### src/rtl/adder_pkg.sv
`default_nettype none
// ============================================================================
//  Package : adder_pkg
//  Brief   : Shared constants and FSM state type for nibble_serial_adder.
//  Rev     : 1.0  initial release
// ============================================================================
package adder_pkg;

    // Width of one carry-lookahead slice in bits.
    localparam int NIBBLE_W = 4;

    // Sequencer states.
    typedef enum logic [1:0] {
        ST_IDLE = 2'd0,
        ST_ADD  = 2'd1,
        ST_DONE = 2'd2
    } state_t;

endpackage : adder_pkg
`default_nettype wire

### src/rtl/nibble_serial_adder_cla4_slice.sv
`default_nettype none
// ============================================================================
//  Module  : cla4_slice
//  Brief   : Combinational 4-bit carry-lookahead adder slice using
//            propagate/generate terms. Also exposes the carry into bit 3
//            so the caller can form signed overflow.
//  Rev     : 1.0  initial release
// ============================================================================
module cla4_slice (
    input  logic [3:0] a,
    input  logic [3:0] b,
    input  logic       ci,
    output logic [3:0] s,
    output logic       c3,
    output logic       co
);

    logic [3:0] w_p;
    logic [3:0] w_g;
    logic [4:0] w_c;

    // Flattened lookahead carries; every carry depends only on p/g and ci.
    always_comb begin
        w_p    = a ^ b;
        w_g    = a & b;
        w_c[0] = ci;
        w_c[1] = w_g[0] | (w_p[0] & ci);
        w_c[2] = w_g[1] | (w_p[1] & w_g[0]) | (w_p[1] & w_p[0] & ci);
        w_c[3] = w_g[2] | (w_p[2] & w_g[1]) | (w_p[2] & w_p[1] & w_g[0])
               | (w_p[2] & w_p[1] & w_p[0] & ci);
        w_c[4] = w_g[3] | (w_p[3] & w_g[2]) | (w_p[3] & w_p[2] & w_g[1])
               | (w_p[3] & w_p[2] & w_p[1] & w_g[0])
               | (w_p[3] & w_p[2] & w_p[1] & w_p[0] & ci);
        s      = w_p ^ w_c[3:0];
        c3     = w_c[3];
        co     = w_c[4];
    end

endmodule : cla4_slice
`default_nettype wire

### src/rtl/nibble_serial_adder.sv
`default_nettype none
// ============================================================================
//  Module  : nibble_serial_adder
//  Brief   : WIDTH-bit adder that walks the operands one nibble per cycle
//            through a single 4-bit CLA slice, keeping the inter-nibble
//            carry in a register. valid/ready on both sides.
//  Rev     : 1.0  initial release
// ============================================================================
module nibble_serial_adder
    import adder_pkg::*;
#(
    parameter int WIDTH = 16   // multiple of 4, at least 4
) (
    input  logic             clk,
    input  logic             rst,
    input  logic             in_valid,
    output logic             in_ready,
    input  logic [WIDTH-1:0] a,
    input  logic [WIDTH-1:0] b,
    input  logic             cin,
    output logic             out_valid,
    input  logic             out_ready,
    output logic [WIDTH-1:0] sum,
    output logic             cout,
    output logic             overflow
);

    localparam int NIBBLES = WIDTH / NIBBLE_W;
    localparam int IDX_W   = (NIBBLES > 1) ? $clog2(NIBBLES) : 1;
    localparam logic [IDX_W-1:0] C_LAST_IDX = IDX_W'(NIBBLES - 1);

    state_t             state_q,  state_d;
    logic [WIDTH-1:0]   a_q,      a_d;
    logic [WIDTH-1:0]   b_q,      b_d;
    logic               carry_q,  carry_d;
    logic [IDX_W-1:0]   idx_q,    idx_d;
    logic [WIDTH-1:0]   sum_q,    sum_d;
    logic               cout_q,   cout_d;
    logic               ovf_q,    ovf_d;

    logic [3:0]         w_slice_a;
    logic [3:0]         w_slice_b;
    logic [3:0]         w_slice_s;
    logic               w_slice_c3;
    logic               w_slice_co;

    // Present the current nibble of the latched operands to the slice.
    always_comb begin
        w_slice_a = a_q[idx_q*NIBBLE_W +: NIBBLE_W];
        w_slice_b = b_q[idx_q*NIBBLE_W +: NIBBLE_W];
    end

    cla4_slice u_slice (
        .a  (w_slice_a),
        .b  (w_slice_b),
        .ci (carry_q),
        .s  (w_slice_s),
        .c3 (w_slice_c3),
        .co (w_slice_co)
    );

    // Next-state and datapath update for the IDLE -> ADD -> DONE sequence.
    always_comb begin
        state_d = state_q;
        a_d     = a_q;
        b_d     = b_q;
        carry_d = carry_q;
        idx_d   = idx_q;
        sum_d   = sum_q;
        cout_d  = cout_q;
        ovf_d   = ovf_q;
        case (state_q)
            ST_IDLE: begin
                if (in_valid) begin
                    a_d     = a;
                    b_d     = b;
                    carry_d = cin;
                    idx_d   = '0;
                    sum_d   = '0;
                    state_d = ST_ADD;
                end
            end
            ST_ADD: begin
                sum_d[idx_q*NIBBLE_W +: NIBBLE_W] = w_slice_s;
                carry_d = w_slice_co;
                if (idx_q == C_LAST_IDX) begin
                    // Overflow from the top nibble: carry into MSB xor carry out.
                    cout_d  = w_slice_co;
                    ovf_d   = w_slice_c3 ^ w_slice_co;
                    state_d = ST_DONE;
                end else begin
                    idx_d = idx_q + 1'b1;
                end
            end
            ST_DONE: begin
                if (out_ready) begin
                    state_d = ST_IDLE;
                end
            end
            default: begin
                state_d = ST_IDLE;
            end
        endcase
    end

    // State and datapath registers, cleared asynchronously.
    always_ff @(posedge clk or posedge rst) begin
        if (rst) begin
            state_q <= ST_IDLE;
            a_q     <= '0;
            b_q     <= '0;
            carry_q <= 1'b0;
            idx_q   <= '0;
            sum_q   <= '0;
            cout_q  <= 1'b0;
            ovf_q   <= 1'b0;
        end else begin
            state_q <= state_d;
            a_q     <= a_d;
            b_q     <= b_d;
            carry_q <= carry_d;
            idx_q   <= idx_d;
            sum_q   <= sum_d;
            cout_q  <= cout_d;
            ovf_q   <= ovf_d;
        end
    end

    // Handshake outputs decode the state; in_ready is masked by reset.
    always_comb begin
        in_ready  = (state_q == ST_IDLE) & ~rst;
        out_valid = (state_q == ST_DONE);
        sum       = sum_q;
        cout      = cout_q;
        overflow  = ovf_q;
    end

endmodule : nibble_serial_adder
`default_nettype wire

### config.mk
export PLATFORM = sky130hd
export DESIGN_NAME = nibble_serial_adder
export DESIGN_NICKNAME = d
export VERILOG_FILES = /design/src/rtl/adder_pkg.sv /design/src/rtl/nibble_serial_adder_cla4_slice.sv /design/src/rtl/nibble_serial_adder.sv
export SDC_FILE = /design/constraint.sdc
export NUM_CORES = 1
export LEC_CHECK = 0
export ABC_AREA = 1
export CAP_MARGIN = 20
export CORE_UTILIZATION = 38
export CTS_CLUSTER_SIZE = 20
export DETAILED_ROUTE_END_ITERATION = 10
export HOLD_SLACK_MARGIN = 0.03
export PLACE_DENSITY = 0.59
export SYNTH_ARGS = -nofsm -noshare
export SYNTH_HDL_FRONTEND = slang
export SYNTH_SLANG_ARGS = --single-unit
### constraint.sdc
create_clock -name clk -period 2.55 [get_ports clk]
set_clock_uncertainty 0.05 [all_clocks]
set_input_delay 0.6375 -clock clk [delete_from_list [all_inputs] [get_ports clk]]
set_output_delay 0.6375 -clock clk [all_outputs]
set_load 0.1 [all_outputs]
==> summary.md <==
| Metric | Value |
|---|---|
| Die Span Y | `86.3 um` |
| Core ar. | `6830 um2` |
| Initial core utilization | `0.395` |
| Layout cells sized above 1 | `0.132` |
| Cells after Synth | `327` |
| Area grow syn2layout | `28.1%` |
| Max_cap viols | `0` |
| Commonest non-fill, non-tap cell in the layout | `nand2_1` |
| GPL Wtd Cong | `0.810` |
| Number of H-tree levels | `2` |
| Final global-route overflow total | `0` |
| Crit path time final | `2.25 ns` |
| Place WS | `0.335 ns` |
| Endpoint class of the critical path | `flip-flop` |
| Worst path most repeated cell | `nand2_1` |
| Cts bufs inserted | `5` |
| Ant. Diodes | `0` |
| Clock Sinks | `55` |
| Crit path max fanout | `18` |
| Routed wire per std cell | `12.3 um` |
| Cell Pwr Density | `1460 nW/um2` |
| I/O Buffers | `56` |
| Design Power | `5.05 mW` |
| HPWL Detailed | `4430 um` |
| Drt pass-1 iters | `4` |
| Slew margin rel. | `0.720` |
| RSZ-0062 raised after global routing | `no` |
| Sequential share of the synthesized area | `0.510` |
| Reg2reg setup slack | `0.30 ns` |
| Overall routing resource usage | `0.177` |
| Final Hold Vio Count | `0` |
| Root buf cell | `clkbuf_8` |
| Filler instances | `696` |
| Distinct cell type count after synthesis | `29` |
| EDFF count, synth | `0` |
| Die area | `7440 um2` |
| CP max stage cell | `dfrtp_1` |
| Cts hold-fix bufs | `0` |
| Mapped Nets | `374` |
| LEAKAGE | `1.74 nW` |
| VDD IR max | `0.000545 V` |
| Worst-Margin Slew | `0.418 ns` |
| Num rows | `30` |
| Status | `completed` |
| ANT nets after route | `0` |
| Via-to-Cell Ratio | `4.66` |
| CP required | `2.76 ns` |
| Skew-Pair Late Insertion Delay | `0.31 ns` |
| Synthesized area per cell | `8.25 um2` |
| Setup Buffers After CTS | `0` |
| Mapped Area | `2700 um2` |
| Worst path cell trace | `buf_4 -> o21ai_0 -> o22ai_1 -> ha_1 -> nand4_1 -> nand2_1 -> nand2_2 -> nand3_1 -> nor2_2 -> nand2_1 -> nand2_1` |
| Number of synthesized register bits | `55` |
| Core Util, Final | `0.506` |
| Final wirelength | `5920 um` |
| Post-cts sizing count | `0` |
| Max-slew violation count | `0` |
| Synth async-reset ratio | `1.00` |
| Placed Cells | `475` |
| Type of the most critical hold path | `flip-flop to flip-flop` |
| Largest net degree at the start of global routing | `56` |
| Final net count | `433` |
| Ys Warns | `0` |
| CTS max path bufs | `2` |
| Number of global-route vias before repair | `2,195` |
| Final WS setup | `0.305 ns` |
| Final setup viols | `0` |
| Die Width | `86.3 um` |
| CTS tree | `yes` |
| Sum Neg Setup Slack | `0 ns` |
| Ys flop type | `dfrtp_1` |
| I/O Pins | `57` |
| Global-route wire length before repair | `10,200 um` |
| CP max stage delay | `0.45 ns` |
| DRC viols | `0` |
| Via count | `2,252` |
| Final non-filler cell total | `483` |
| Crit share post-route | `0.880` |
| Max Fclk | `0.445 GHz` |
| Most frequent cells in the layout | `nand2_1 (129), dfrtp_1 (55), clkdlybuf4s50_1 (36)` |
| Worst endpoint data arrival time | `2.45 ns` |
| Initial antenna violation count | `0` |
| Number of DRC markers in iteration 0 | `94` |
| CP Launch Type | `flip-flop` |
| CP Class | `flip-flop to flip-flop` |
| Clock Pin Slew Worst Setup and Hold Paths | `0.10 ns` |
[worst max-delay path: cells and delay by family (launching register included)]
kind / cells / cell delay (ns)
compound gates: 2 / 0.45
fa+ha+maj: 1 / 0.32
buf+inv: 1 / 0.25
flops: 1 / 0.45
simple gates: 7 / 0.66
[cell type report]
cell class	instances	area, um2	area share
multi-input combinational	235	1150	0.334
timing repair buffer	63	588	0.170
inverter	26	97.6	0.0282
tap	96	120	0.0347
clock inverter	2	38.8	0.0112
sequential	55	1380	0.398
clock buffer	6	82.6	0.0239
[kinds of logic (layout without fill, tap and decap cells)]
| group | after synthesis | in the layout | share of synthesized area |
|---|---|---|---|
| compound gates | 45 | 45 | 0.0932 |
| buf+inv | 37 | 97 | 0.0644 |
| xor+xnor | 3 | 3 | 0.00974 |
| simple gates | 177 | 177 | 0.274 |
| flops | 55 | 55 | 0.510 |
| fa+ha+maj | 10 | 10 | 0.0491 |
[through the flow]
| step | hold slack, ns | area, um2 |
|---|---|---|
| after detailed placement | 0.414 | 3340 |
| after floorplan | 0.394 | 2700 |
| after CTS | 0.440 | 3460 |
| after global routing | 0.454 | 3460 |
| final | 0.432 | 3460 |
| after global placement | 0.417 | 3340 |
[sequential cells by signal, indices dropped and copies added (netlist names)]
signal and count:
a_q 16, overflow 1, state_q 2, idx_q 2, cout 1, b_q 16
sum 16, carry_q 1
[cell usage after synthesis (all sizes together) (3+ instances only)]
cell type	number	area share
nand3	15	0.030
dfrtp	55	0.51
clkbuf	3	0.0042
nor2	26	0.041
o22ai	12	0.028
ha	9	0.042
o31ai	3	0.0083
nand2	132	0.19
o21ai	29	0.055
buf	8	0.024
inv	24	0.033
[per-layer routing]
metal / wire [um] / part of all wire / track usage / up-vias
met1: 2930 / 0.50 / 0.240 / 1029
li1: - / - / - / 1160
met5: 0 / 0 / 0 / -
met3: 242 / 0.041 / 0.0324 / 8
met2: 2640 / 0.45 / 0.288 / 55
met4: 106 / 0.018 / 0.0591 / 0
[worst paths after layout]
path | start | to | cells past startpoint
setup / recovery | idx_q[0] | sum[7] | 11
hold / removal | a_q[7] | a_q[7] | 2
setup reg to reg | idx_q[0] | sum[7] | 11
hold reg to reg | a_q[7] | a_q[7] | 2
max in group asynchronous | rst | b_q[8] | 3
min in group asynchronous | rst | overflow | 3
[report_power, final]
| part | internal, mW | total [mW] | leakage (nW) | switching [mW] |
|---|---|---|---|---|
| sequential | 1.23 | 1.45 | 0.706 | 0.226 |
| combinational | 0.919 | 2.98 | 0.976 | 2.06 |
| clock | 0.323 | 0.618 | 0.0618 | 0.295 |
Power figures use the tool's default switching activity.
